File: config.mk
export PLATFORM = sky130hd
export DESIGN_NAME = uart_secded_rx
export DESIGN_NICKNAME = d
export VERILOG_FILES = /design/src/rtl/uart_secded_pkg.sv /design/src/rtl/hamming_secded_decode.sv /design/src/rtl/uart_secded_rx.sv
export SDC_FILE = /design/constraint.sdc
export NUM_CORES = 1
export LEC_CHECK = 0
export CORE_AREA = 10 10 99 101
export DETAILED_ROUTE_END_ITERATION = 12
export DIE_AREA = 0 0 109 111
export PLACE_DENSITY = 0.62
export SETUP_SLACK_MARGIN = 0.15
export SYNTH_ARGS = -nofsm -noshare
export SYNTH_HDL_FRONTEND = slang
export SYNTH_SLANG_ARGS = --single-unit
File: constraint.sdc
create_clock -name clk -period 5.98 [get_ports clk]
set_input_delay 0.598 -clock clk [delete_from_list [all_inputs] [get_ports clk]]
set_output_delay 0.598 -clock clk [all_outputs]
set_load 0.03 [all_outputs]
File: src/rtl/uart_secded_pkg.sv
// Shared types and constants for the UART SEC-DED receiver.
//   entry_t    : one decoded frame as stored in the output FIFO (9 bits)
//   rx_state_e : receive FSM states
//   POS_*      : zero-based bit positions of each code bit in received order
//   data_pos() : maps data index 0..3 (d1..d4) to its code bit position
package uart_secded_pkg;

    typedef struct packed {
        logic       uncorrectable;
        logic       corrected;
        logic [2:0] syndrome;
        logic [3:0] data;
    } entry_t;

    typedef enum logic [1:0] {
        ST_IDLE,
        ST_START,
        ST_DATA,
        ST_STOP
    } rx_state_e;

    // Received order p1 p2 d1 p4 d2 d3 d4 [parity]; Hamming position = POS_* + 1.
    localparam int POS_P1  = 0;
    localparam int POS_P2  = 1;
    localparam int POS_D1  = 2;
    localparam int POS_P4  = 3;
    localparam int POS_D2  = 4;
    localparam int POS_D3  = 5;
    localparam int POS_D4  = 6;
    localparam int POS_PAR = 7;

    function automatic int data_pos(input int i);
        case (i)
            0:       return POS_D1;
            1:       return POS_D2;
            2:       return POS_D3;
            default: return POS_D4;
        endcase
    endfunction

endpackage

File: src/rtl/hamming_secded_decode.sv
// Combinational Hamming(7,4) decoder with optional overall-parity bit.
//   code          : received code word, bit 0 = position 1 (p1)
//   data          : corrected data {d4,d3,d2,d1}
//   syndrome      : {s4,s2,s1}
//   corrected     : a single-bit error was fixed (or only the parity bit was wrong)
//   uncorrectable : double error detected (SECDED=1 only)
module hamming_secded_decode
    import uart_secded_pkg::*;
#(
    parameter int SECDED = 1
) (
    input  logic [6+SECDED:0] code,
    output logic [3:0]        data,
    output logic [2:0]        syndrome,
    output logic              corrected,
    output logic              uncorrectable
);

    logic       s1;
    logic       s2;
    logic       s4;
    logic [2:0] syn;
    logic       flip_en;

    assign s1  = code[POS_P1] ^ code[POS_D1] ^ code[POS_D2] ^ code[POS_D4];
    assign s2  = code[POS_P2] ^ code[POS_D1] ^ code[POS_D3] ^ code[POS_D4];
    assign s4  = code[POS_P4] ^ code[POS_D2] ^ code[POS_D3] ^ code[POS_D4];
    assign syn = {s4, s2, s1};
    assign syndrome = syn;

    generate
        if (SECDED != 0) begin : g_secded
            logic parity_err;
            assign parity_err    = code[POS_PAR] ^ (^code[6:0]);
            // Odd overall parity means exactly one bit flipped: either the one
            // the syndrome points at, or the parity bit itself when s == 0.
            assign flip_en       = (syn != 3'd0) && parity_err;
            assign corrected     = parity_err;
            assign uncorrectable = (syn != 3'd0) && !parity_err;
        end else begin : g_hamming
            assign flip_en       = (syn != 3'd0);
            assign corrected     = flip_en;
            assign uncorrectable = 1'b0;
        end
    endgenerate

    // Only data positions need the correction applied; parity bits are dropped.
    generate
        for (genvar gi = 0; gi < 4; gi++) begin : g_data
            assign data[gi] = code[data_pos(gi)] ^
                              (flip_en && (syn == 3'(data_pos(gi) + 1)));
        end
    endgenerate

endmodule

File: src/rtl/uart_secded_rx.sv
// UART receiver with Hamming / SEC-DED decoding and a show-ahead output FIFO.
//   clk, rst        : clock, synchronous active-high reset
//   rx              : serial input, idle high, LSB first
//   m_data          : head entry data {d4,d3,d2,d1}
//   m_syndrome      : head entry syndrome {s4,s2,s1}
//   m_corrected     : head entry had a corrected error
//   m_uncorrectable : head entry had a double error
//   m_valid/m_ready : head handshake, pop on m_valid && m_ready
//   frame_err       : one-cycle pulse, stop bit sampled low
//   overflow        : one-cycle pulse, frame dropped on full FIFO
//   fifo_count      : current FIFO occupancy
module uart_secded_rx
    import uart_secded_pkg::*;
#(
    parameter int CLKS_PER_BIT = 16,
    parameter int SECDED       = 1,
    parameter int FIFO_DEPTH   = 4
) (
    input  logic                              clk,
    input  logic                              rst,
    input  logic                              rx,
    output logic [3:0]                        m_data,
    output logic [2:0]                        m_syndrome,
    output logic                              m_corrected,
    output logic                              m_uncorrectable,
    output logic                              m_valid,
    input  logic                              m_ready,
    output logic                              frame_err,
    output logic                              overflow,
    output logic [$clog2(FIFO_DEPTH+1)-1:0]   fifo_count
);

    localparam int N  = 7 + SECDED;
    localparam int TW = $clog2(CLKS_PER_BIT);
    localparam int PW = $clog2(FIFO_DEPTH);
    localparam int CW = $clog2(FIFO_DEPTH + 1);

    localparam logic [TW-1:0] HALF_M1  = TW'(CLKS_PER_BIT / 2 - 1);
    localparam logic [TW-1:0] FULL_M1  = TW'(CLKS_PER_BIT - 1);
    localparam logic [2:0]    LAST_IDX = 3'(N - 1);
    localparam logic [CW-1:0] DEPTH_C  = CW'(FIFO_DEPTH);

    // Synchroniser and edge detect
    logic rx_meta_q, rx_meta_d;
    logic rx_sync_q, rx_sync_d;
    logic rx_prev_q, rx_prev_d;
    logic fall;

    // Receive FSM and datapath
    rx_state_e      state_q, state_d;
    logic [TW-1:0]  timer_q, timer_d;
    logic [2:0]     idx_q, idx_d;
    logic [N-1:0]   shift_q, shift_d;

    // Output pulses
    logic frame_err_q, frame_err_d;
    logic overflow_q, overflow_d;

    // FIFO
    entry_t         mem_q [FIFO_DEPTH];
    entry_t         mem_d [FIFO_DEPTH];
    logic [PW-1:0]  wr_ptr_q, wr_ptr_d;
    logic [PW-1:0]  rd_ptr_q, rd_ptr_d;
    logic [CW-1:0]  count_q, count_d;

    logic   stop_sample;
    logic   stop_ok;
    logic   push;
    logic   pop;
    logic   full;
    logic   valid;
    entry_t dec_entry;
    entry_t head;

    logic [3:0] dec_data;
    logic [2:0] dec_syn;
    logic       dec_corr;
    logic       dec_unc;

    hamming_secded_decode #(
        .SECDED(SECDED)
    ) u_decode (
        .code         (shift_q),
        .data         (dec_data),
        .syndrome     (dec_syn),
        .corrected    (dec_corr),
        .uncorrectable(dec_unc)
    );

    assign dec_entry = '{uncorrectable: dec_unc, corrected: dec_corr,
                         syndrome: dec_syn, data: dec_data};

    assign rx_meta_d = rx;
    assign rx_sync_d = rx_meta_q;
    assign rx_prev_d = rx_sync_q;
    assign fall      = rx_prev_q && !rx_sync_q;

    // State register
    always_ff @(posedge clk) begin
        if (rst) begin
            rx_meta_q   <= 1'b1;
            rx_sync_q   <= 1'b1;
            rx_prev_q   <= 1'b1;
            state_q     <= ST_IDLE;
            timer_q     <= '0;
            idx_q       <= '0;
            shift_q     <= '0;
            frame_err_q <= 1'b0;
            overflow_q  <= 1'b0;
            wr_ptr_q    <= '0;
            rd_ptr_q    <= '0;
            count_q     <= '0;
        end else begin
            rx_meta_q   <= rx_meta_d;
            rx_sync_q   <= rx_sync_d;
            rx_prev_q   <= rx_prev_d;
            state_q     <= state_d;
            timer_q     <= timer_d;
            idx_q       <= idx_d;
            shift_q     <= shift_d;
            frame_err_q <= frame_err_d;
            overflow_q  <= overflow_d;
            wr_ptr_q    <= wr_ptr_d;
            rd_ptr_q    <= rd_ptr_d;
            count_q     <= count_d;
        end
        // Storage needs no reset: the read side is qualified by the count.
        mem_q <= mem_d;
    end

    // Next-state logic
    always_comb begin
        state_d = state_q;
        timer_d = timer_q + 1'b1;
        idx_d   = idx_q;
        shift_d = shift_q;
        case (state_q)
            ST_IDLE: begin
                timer_d = '0;
                if (fall) begin
                    state_d = ST_START;
                end
            end
            ST_START: begin
                if (timer_q == HALF_M1) begin
                    timer_d = '0;
                    if (rx_sync_q) begin
                        state_d = ST_IDLE;    // glitch, not a real start bit
                    end else begin
                        state_d = ST_DATA;
                        idx_d   = '0;
                    end
                end
            end
            ST_DATA: begin
                if (timer_q == FULL_M1) begin
                    timer_d          = '0;
                    shift_d[idx_q]   = rx_sync_q;
                    if (idx_q == LAST_IDX) begin
                        state_d = ST_STOP;
                    end else begin
                        idx_d = idx_q + 3'd1;
                    end
                end
            end
            ST_STOP: begin
                if (timer_q == FULL_M1) begin
                    timer_d = '0;
                    state_d = ST_IDLE;
                end
            end
            default: state_d = ST_IDLE;
        endcase
    end

    // Output logic: stop-bit evaluation and FIFO control
    always_comb begin
        stop_sample = (state_q == ST_STOP) && (timer_q == FULL_M1);
        stop_ok     = stop_sample && rx_sync_q;
        valid       = (count_q != '0);
        full        = (count_q == DEPTH_C);
        pop         = valid && m_ready;
        // A pop in the same cycle frees the slot, so a full FIFO can still accept.
        push        = stop_ok && (!full || pop);
        frame_err_d = stop_sample && !rx_sync_q;
        overflow_d  = stop_ok && full && !pop;

        mem_d = mem_q;
        if (push) begin
            mem_d[wr_ptr_q] = dec_entry;
        end
        wr_ptr_d = push ? wr_ptr_q + PW'(1) : wr_ptr_q;
        rd_ptr_d = pop  ? rd_ptr_q + PW'(1) : rd_ptr_q;
        case ({push, pop})
            2'b10:   count_d = count_q + CW'(1);
            2'b01:   count_d = count_q - CW'(1);
            default: count_d = count_q;
        endcase
    end

    assign head            = mem_q[rd_ptr_q];
    assign m_valid         = valid;
    assign m_data          = valid ? head.data : 4'd0;
    assign m_syndrome      = valid ? head.syndrome : 3'd0;
    assign m_corrected     = valid && head.corrected;
    assign m_uncorrectable = valid && head.uncorrectable;
    assign frame_err       = frame_err_q;
    assign overflow        = overflow_q;
    assign fifo_count      = count_q;

endmodule
==> flow_metrics.tcl, run 1 <==
set metrics [dict create \
    synthTopCellsByArea "edfxtp_1 (35%), dfxtp_1 (19%), mux4_2 (6.6%)" \
    final_max_slew_viol_count 0 \
    clockRootBuffer "clkbuf_8" \
    routedWlPerCell_um 14.31 \
    ys_seq_area_frac 0.5407 \
    finClkSkew_ns 0.008608 \
    die_w_um 109 \
    ant_nets 0 \
    cts-htree-levels 3 \
    layout_min_cycle_time_ns 3.087 \
    crit_slowest_cell "dfxtp_1" \
    grt_pass1_wl_um 9239 \
    drt_iter0_drc 63 \
    ys.flop_type "edfxtp_1" \
    place_congestion 0.7539 \
    max_slew.worst_pin.slew_ns 0.8855 \
    die-area_um2 12100 \
    clock_latency_ns 0.34 \
    viasPerCell 4.944 \
    drt_wl_total_um 5395 \
    ys_types 41 \
    final_nets 280 \
    synth_common_cells "edfxtp_1 (36), dfxtp_1 (29), nor2_1 (20), xnor2_1 (17), and2_1 (15)" \
    grt_overflow 0 \
    setup_tns_ns 0 \
    hp-class "reg -> reg" \
    cp.arrival_ns 2.49 \
    async_flop_share 0 \
    drc 0 \
    cts.sinks 65 \
    antenna_found_initial 0 \
    maxSlewHeadroom 0.4078 \
    postLayoutCellArea_um2 3531 \
    setup_viol 0 \
    ys_warn_count 0 \
    cts_tree "done" \
    syn_area_um2 3073 \
    core.rowCount 33 \
    nFillCells 747 \
    syn-num-nets 265 \
    synth.most_common_cell "edfxtp_1" \
    io_buffers 18 \
    power.density_nw_per_um2 240.8 \
    clk_pin_slew_ns 0.07 \
    hold_violations 0 \
    synth_top_area_cell "edfxtp_1" \
    slowest_delay_ns 0.80 \
    initial_utilization 0.3856 \
    postCtsSetupBuffers 0 \
    ctsHoldBuffers 0 \
    crit_path_end_kind "output port" \
    num_vias 1864 \
    ir_drop_mv 0.1240 \
    crit_chain "mux4_2 > and2_1 > clkdlybuf4s50_1" \
    dp_hpwl_um 3667 \
    grt_start_max_net_pins 27 \
    dpl-instance-area_um2 3327 \
    avgSynthCellArea_um2 12.19 \
    die_y_um 111 \
    min_period_over_period 0.5162 \
    status "complete, no violations" \
    ys_seq_elements 65 \
    drive_gt1_frac 0.1360 \
    core_um2 7969 \
    synthCells 252 \
    worstSetupPathType "reg -> out" \
    grt_pass1_vias 1888 \
    cts_buffers 9 \
    power_leakage_nw 1.197 \
    whs_ns 0.4123 \
    max_cap_violations 0 \
    clockBufferDepth 2 \
    max_freq_mhz 323.9 \
    firstDrtPassIters 4 \
    grtUsageTotal 0.09599 \
    num_antenna_cells 0 \
    cts.repair.resized 0 \
    required_ns 5.38 \
    synth_edf_count 36 \
    startpoint_type "flop" \
    rsz0062_at_grt "no" \
    ios 19 \
    area_growth_pct 14.90 \
    crit_fanout 11 \
    synth_top_area_frac 0.3518 \
]
==> worst max-delay path, delay by kind of cell, from the launching register on <==
family,cells,cell delay (ns)
AND/OR/NAND/NOR,1,0.17
flip-flops,1,0.80
buffers and inverters,1,0.59
multiplexers,1,0.60
==> final timing paths <==
path / start / to / slack, ns / cells after the start
max reg2reg: timer_q[0] / fifo_count[2] / 3.43 / 10
min: rx_meta_q / rx_prev_d / 0.41 / 1
min reg2reg: rx_meta_q / rx_prev_d / 0.41 / 1
max: rd_ptr_q[0] / m_syndrome[0] / 2.89 / 3
==> kinds of logic after synthesis <==
group	after synthesis	share of synthesized area
flip-flops	65	0.5407
XOR/XNOR	26	0.08632
multiplexers	19	0.09894
AND/OR/NAND/NOR	83	0.1490
AO/OA/AOI/OAI	27	0.05619
adder cells (fa/ha/maj)	9	0.03909
buffers and inverters	23	0.02972
==> layout by cell type (no fill, tap or decap), types with 3 or more instances in the layout <==
master and n:
edfxtp_1 36, dfxtp_1 29, nor2_1 20, clkdlybuf4s50_1 18, xnor2_1 17, and2_1 15
a21oi_1 10, inv_1 9, mux4_2 9, mux2i_1 9, nand4_1 9, clkbuf_8 9
ha_1 8, o21ai_0 7, nand2_1 6, nand3_1 5, nor2b_1 5, xor2_1 4
nor3_1 4, xor2_2 3, nand2b_1 3, nor4_1 3, or2_2 3, clkinv_4 3
==> per-stage QoR <==
stage | util | power (mW) | instances | worst slack, ns
3_5_place_dp | 0.4175 | 0.4881 | 361 | 2.853
3_3_place_gp | 0.4175 | 0.4882 | 361 | 2.918
2_1_floorplan | - | 0.4849 | 252 | 3.426
4_1_cts | 0.4431 | 0.8625 | 377 | 2.822
5_1_grt | 0.4431 | 0.8814 | 377 | 2.700
6_report | 0.4431 | 0.8502 | 377 | 2.893
==> layout make-up <==
| class | count | area (um2) | area share |
|---|---|---|---|
| Sequential cell | 65 | 1662 | 0.4706 |
| Clock inverter | 7 | 80.08 | 0.02268 |
| Clock buffer | 9 | 123.9 | 0.03508 |
| Multi-Input combinational cell | 164 | 1320 | 0.3738 |
| Inverter | 9 | 33.78 | 0.009568 |
| Timing Repair Buffer | 18 | 180.2 | 0.05103 |
| Tap cell | 105 | 131.4 | 0.03721 |
==> sequential cells by signal (all words and copies together) (netlist names), named ones only <==
name,count
shift_q,8
rx_meta_q,1
frame_err,1
mem_q,36
state_q,1
rx_prev_q,1
idx_q,3
wr_ptr_q,2
rx_prev_d,1
rd_ptr_q,2
timer_q,4
fifo_count,3
overflow,1
==> power by group <==
part | leakage, nW | total (mW) | switching (mW) | internal, mW
Combinational | 0.528 | 0.00823 | 0.00429 | 0.00394
Sequential | 0.568 | 0.470 | 0.00237 | 0.467
Clock | 0.101 | 0.372 | 0.176 | 0.196
Total | 1.20 | 0.850 | 0.183 | 0.668
==> per-layer routing <==
layer	vias to the layer above	GRT usage	routed length, um
met5	-	0	0
met3	5	0.04128	251
met1	895	0.1118	2420
met2	23	0.1561	2673
li1	941	-	-
met4	0	0.02639	49
Power figures use the tool's default switching activity.
==> run 2: changes to the inputs <==
==> constraint.sdc (replaced) <==
create_clock -name clk -period 3.25 [get_ports clk]
set_input_delay 0.325 -clock clk [delete_from_list [all_inputs] [get_ports clk]]
set_output_delay 0.325 -clock clk [all_outputs]
set_load 0.03 [all_outputs]
==> flow_metrics.tcl, run 2 (synthesis gave the netlist of run 1 again) <==
set metrics [dict create \
    drt_iter0_drc 72 \
    startpoint_type "flop" \
    die_y_um 111 \
    final_max_slew_viol_count 0 \
    crit_path_end_kind "output port" \
    max_slew.worst_pin.slew_ns 0.6698 \
    ant_nets 0 \
    io_buffers 18 \
    grt_start_max_net_pins 19 \
    required_ns 2.92 \
    final_nets 283 \
    hold_violations 0 \
    postCtsSetupBuffers 0 \
    multi_input_area_um2 1320 \
    grt_pass1_vias 1894 \
    min_period_over_period 0.8461 \
    seqCellArea_um2 1662 \
    largest_reg_flops 36 \
    ctsHoldBuffers 0 \
    grtUsageTotal 0.09703 \
    cp.arrival_ns 2.42 \
    cts.sinks 65 \
    crit_fanout 10 \
    finClkSkew_ns 0.006316 \
    cts_buffers 9 \
    clockBufferDepth 2 \
    ios 19 \
    antenna_found_initial 0 \
    setup_viol 0 \
    max_freq_mhz 363.7 \
    power.total_mw 1.531 \
    die-area_um2 12100 \
    die_w_um 109 \
    grt_overflow 0 \
    power.density_nw_per_um2 432.7 \
    cts.repair.resized 0 \
    num_vias 1865 \
    core_um2 7969 \
    layout_common_cells "edfxtp_1 (36), dfxtp_1 (29), nor2_1 (20)" \
    worstSetupPathType "reg -> out" \
    drive_gt1_frac 0.1309 \
    routedWlPerCell_um 14.15 \
    place_congestion 0.7473 \
    initial_utilization 0.3856 \
    clockRootBuffer "clkbuf_8" \
    viasPerCell 4.908 \
    dp_hpwl_um 3701 \
    rsz0062_at_grt "no" \
    layout_min_cycle_time_ns 2.750 \
    status "complete, no violations" \
    layout_commonest_cell "edfxtp_1" \
    hp-class "reg -> reg" \
    firstDrtPassIters 5 \
    largestRegisters "mem_q x36, shift_q x8, timer_q x4" \
    power_leakage_nw 1.206 \
    ir_drop_mv 0.1793 \
    core.rowCount 33 \
    clock_latency_ns 0.33 \
    num_antenna_cells 0 \
    clk_pin_slew_ns 0.06 \
    top_register "mem_q" \
    maxSlewHeadroom 0.5529 \
    area_growth_pct 15.11 \
    drc 0 \
    nFillCells 748 \
    grt_pass1_wl_um 9301 \
    cts_tree "done" \
    setup_tns_ns 0 \
    cts-htree-levels 3 \
    max_cap_violations 0 \
    drt_wl_total_um 5377 \
]
[run 2: area by class of cell]
class / count / area share
clock buffer: 11 / 0.03997
clock inverter: 5 / 0.01309
inverter: 9 / 0.009551
multi-input combinational: 164 / 0.3732
sequential: 65 / 0.4698
tap: 105 / 0.03714
timing repair buffer: 21 / 0.05730
[run 2: path summary, 6_finish.rpt]
check,slack [ns],start,cells past startpoint,endpoint
max,0.50,rd_ptr_q[0],3,m_syndrome[0]
min,0.42,rx_meta_q,1,rx_prev_d
min reg2reg,0.42,rx_meta_q,1,rx_prev_d
max reg2reg,0.79,fifo_count[1],9,fifo_count[2]
[run 2: critical path, stage by stage (launching register included)]
cell and delay (ns):
dfxtp_1 0.75, mux4_2 0.58, and2_1 0.17, clkdlybuf4s50_1 0.59
[run 2: where the power goes]
| group | internal (mW) | switching (mW) | leakage, nW |
|---|---|---|---|
| Clock | 0.366 | 0.283 | 0.0958 |
| Combinational | 0.00803 | 0.00823 | 0.543 |
| Sequential | 0.861 | 0.00431 | 0.568 |
[run 2: per-stage QoR]
| stage | hold WS (ns) | setup WS, ns | util | instance area, um2 | std cells |
|---|---|---|---|---|---|
| after floorplan | 0.3895 | 0.7830 | - | 3073 | 252 |
| after global placement | 0.3970 | 0.4928 | 0.4203 | 3349 | 364 |
| after detailed placement | 0.4021 | 0.4120 | 0.4203 | 3349 | 364 |
| after CTS | 0.4179 | 0.4204 | 0.4439 | 3537 | 380 |
| after global routing | 0.4244 | 0.3449 | 0.4439 | 3537 | 380 |
| final | 0.4164 | 0.5003 | 0.4439 | 3537 | 380 |
[run 2: per-layer routing]
metal  wire [um]  part of all wire  vias up  global-route usage
li1            -                 -      938                   -
met1        2517              0.47      899              0.1191
met2        2571              0.48       21              0.1501
met3         229             0.043        7             0.03430
met4          59             0.011        0             0.03958
met5           0                 0        -                   0
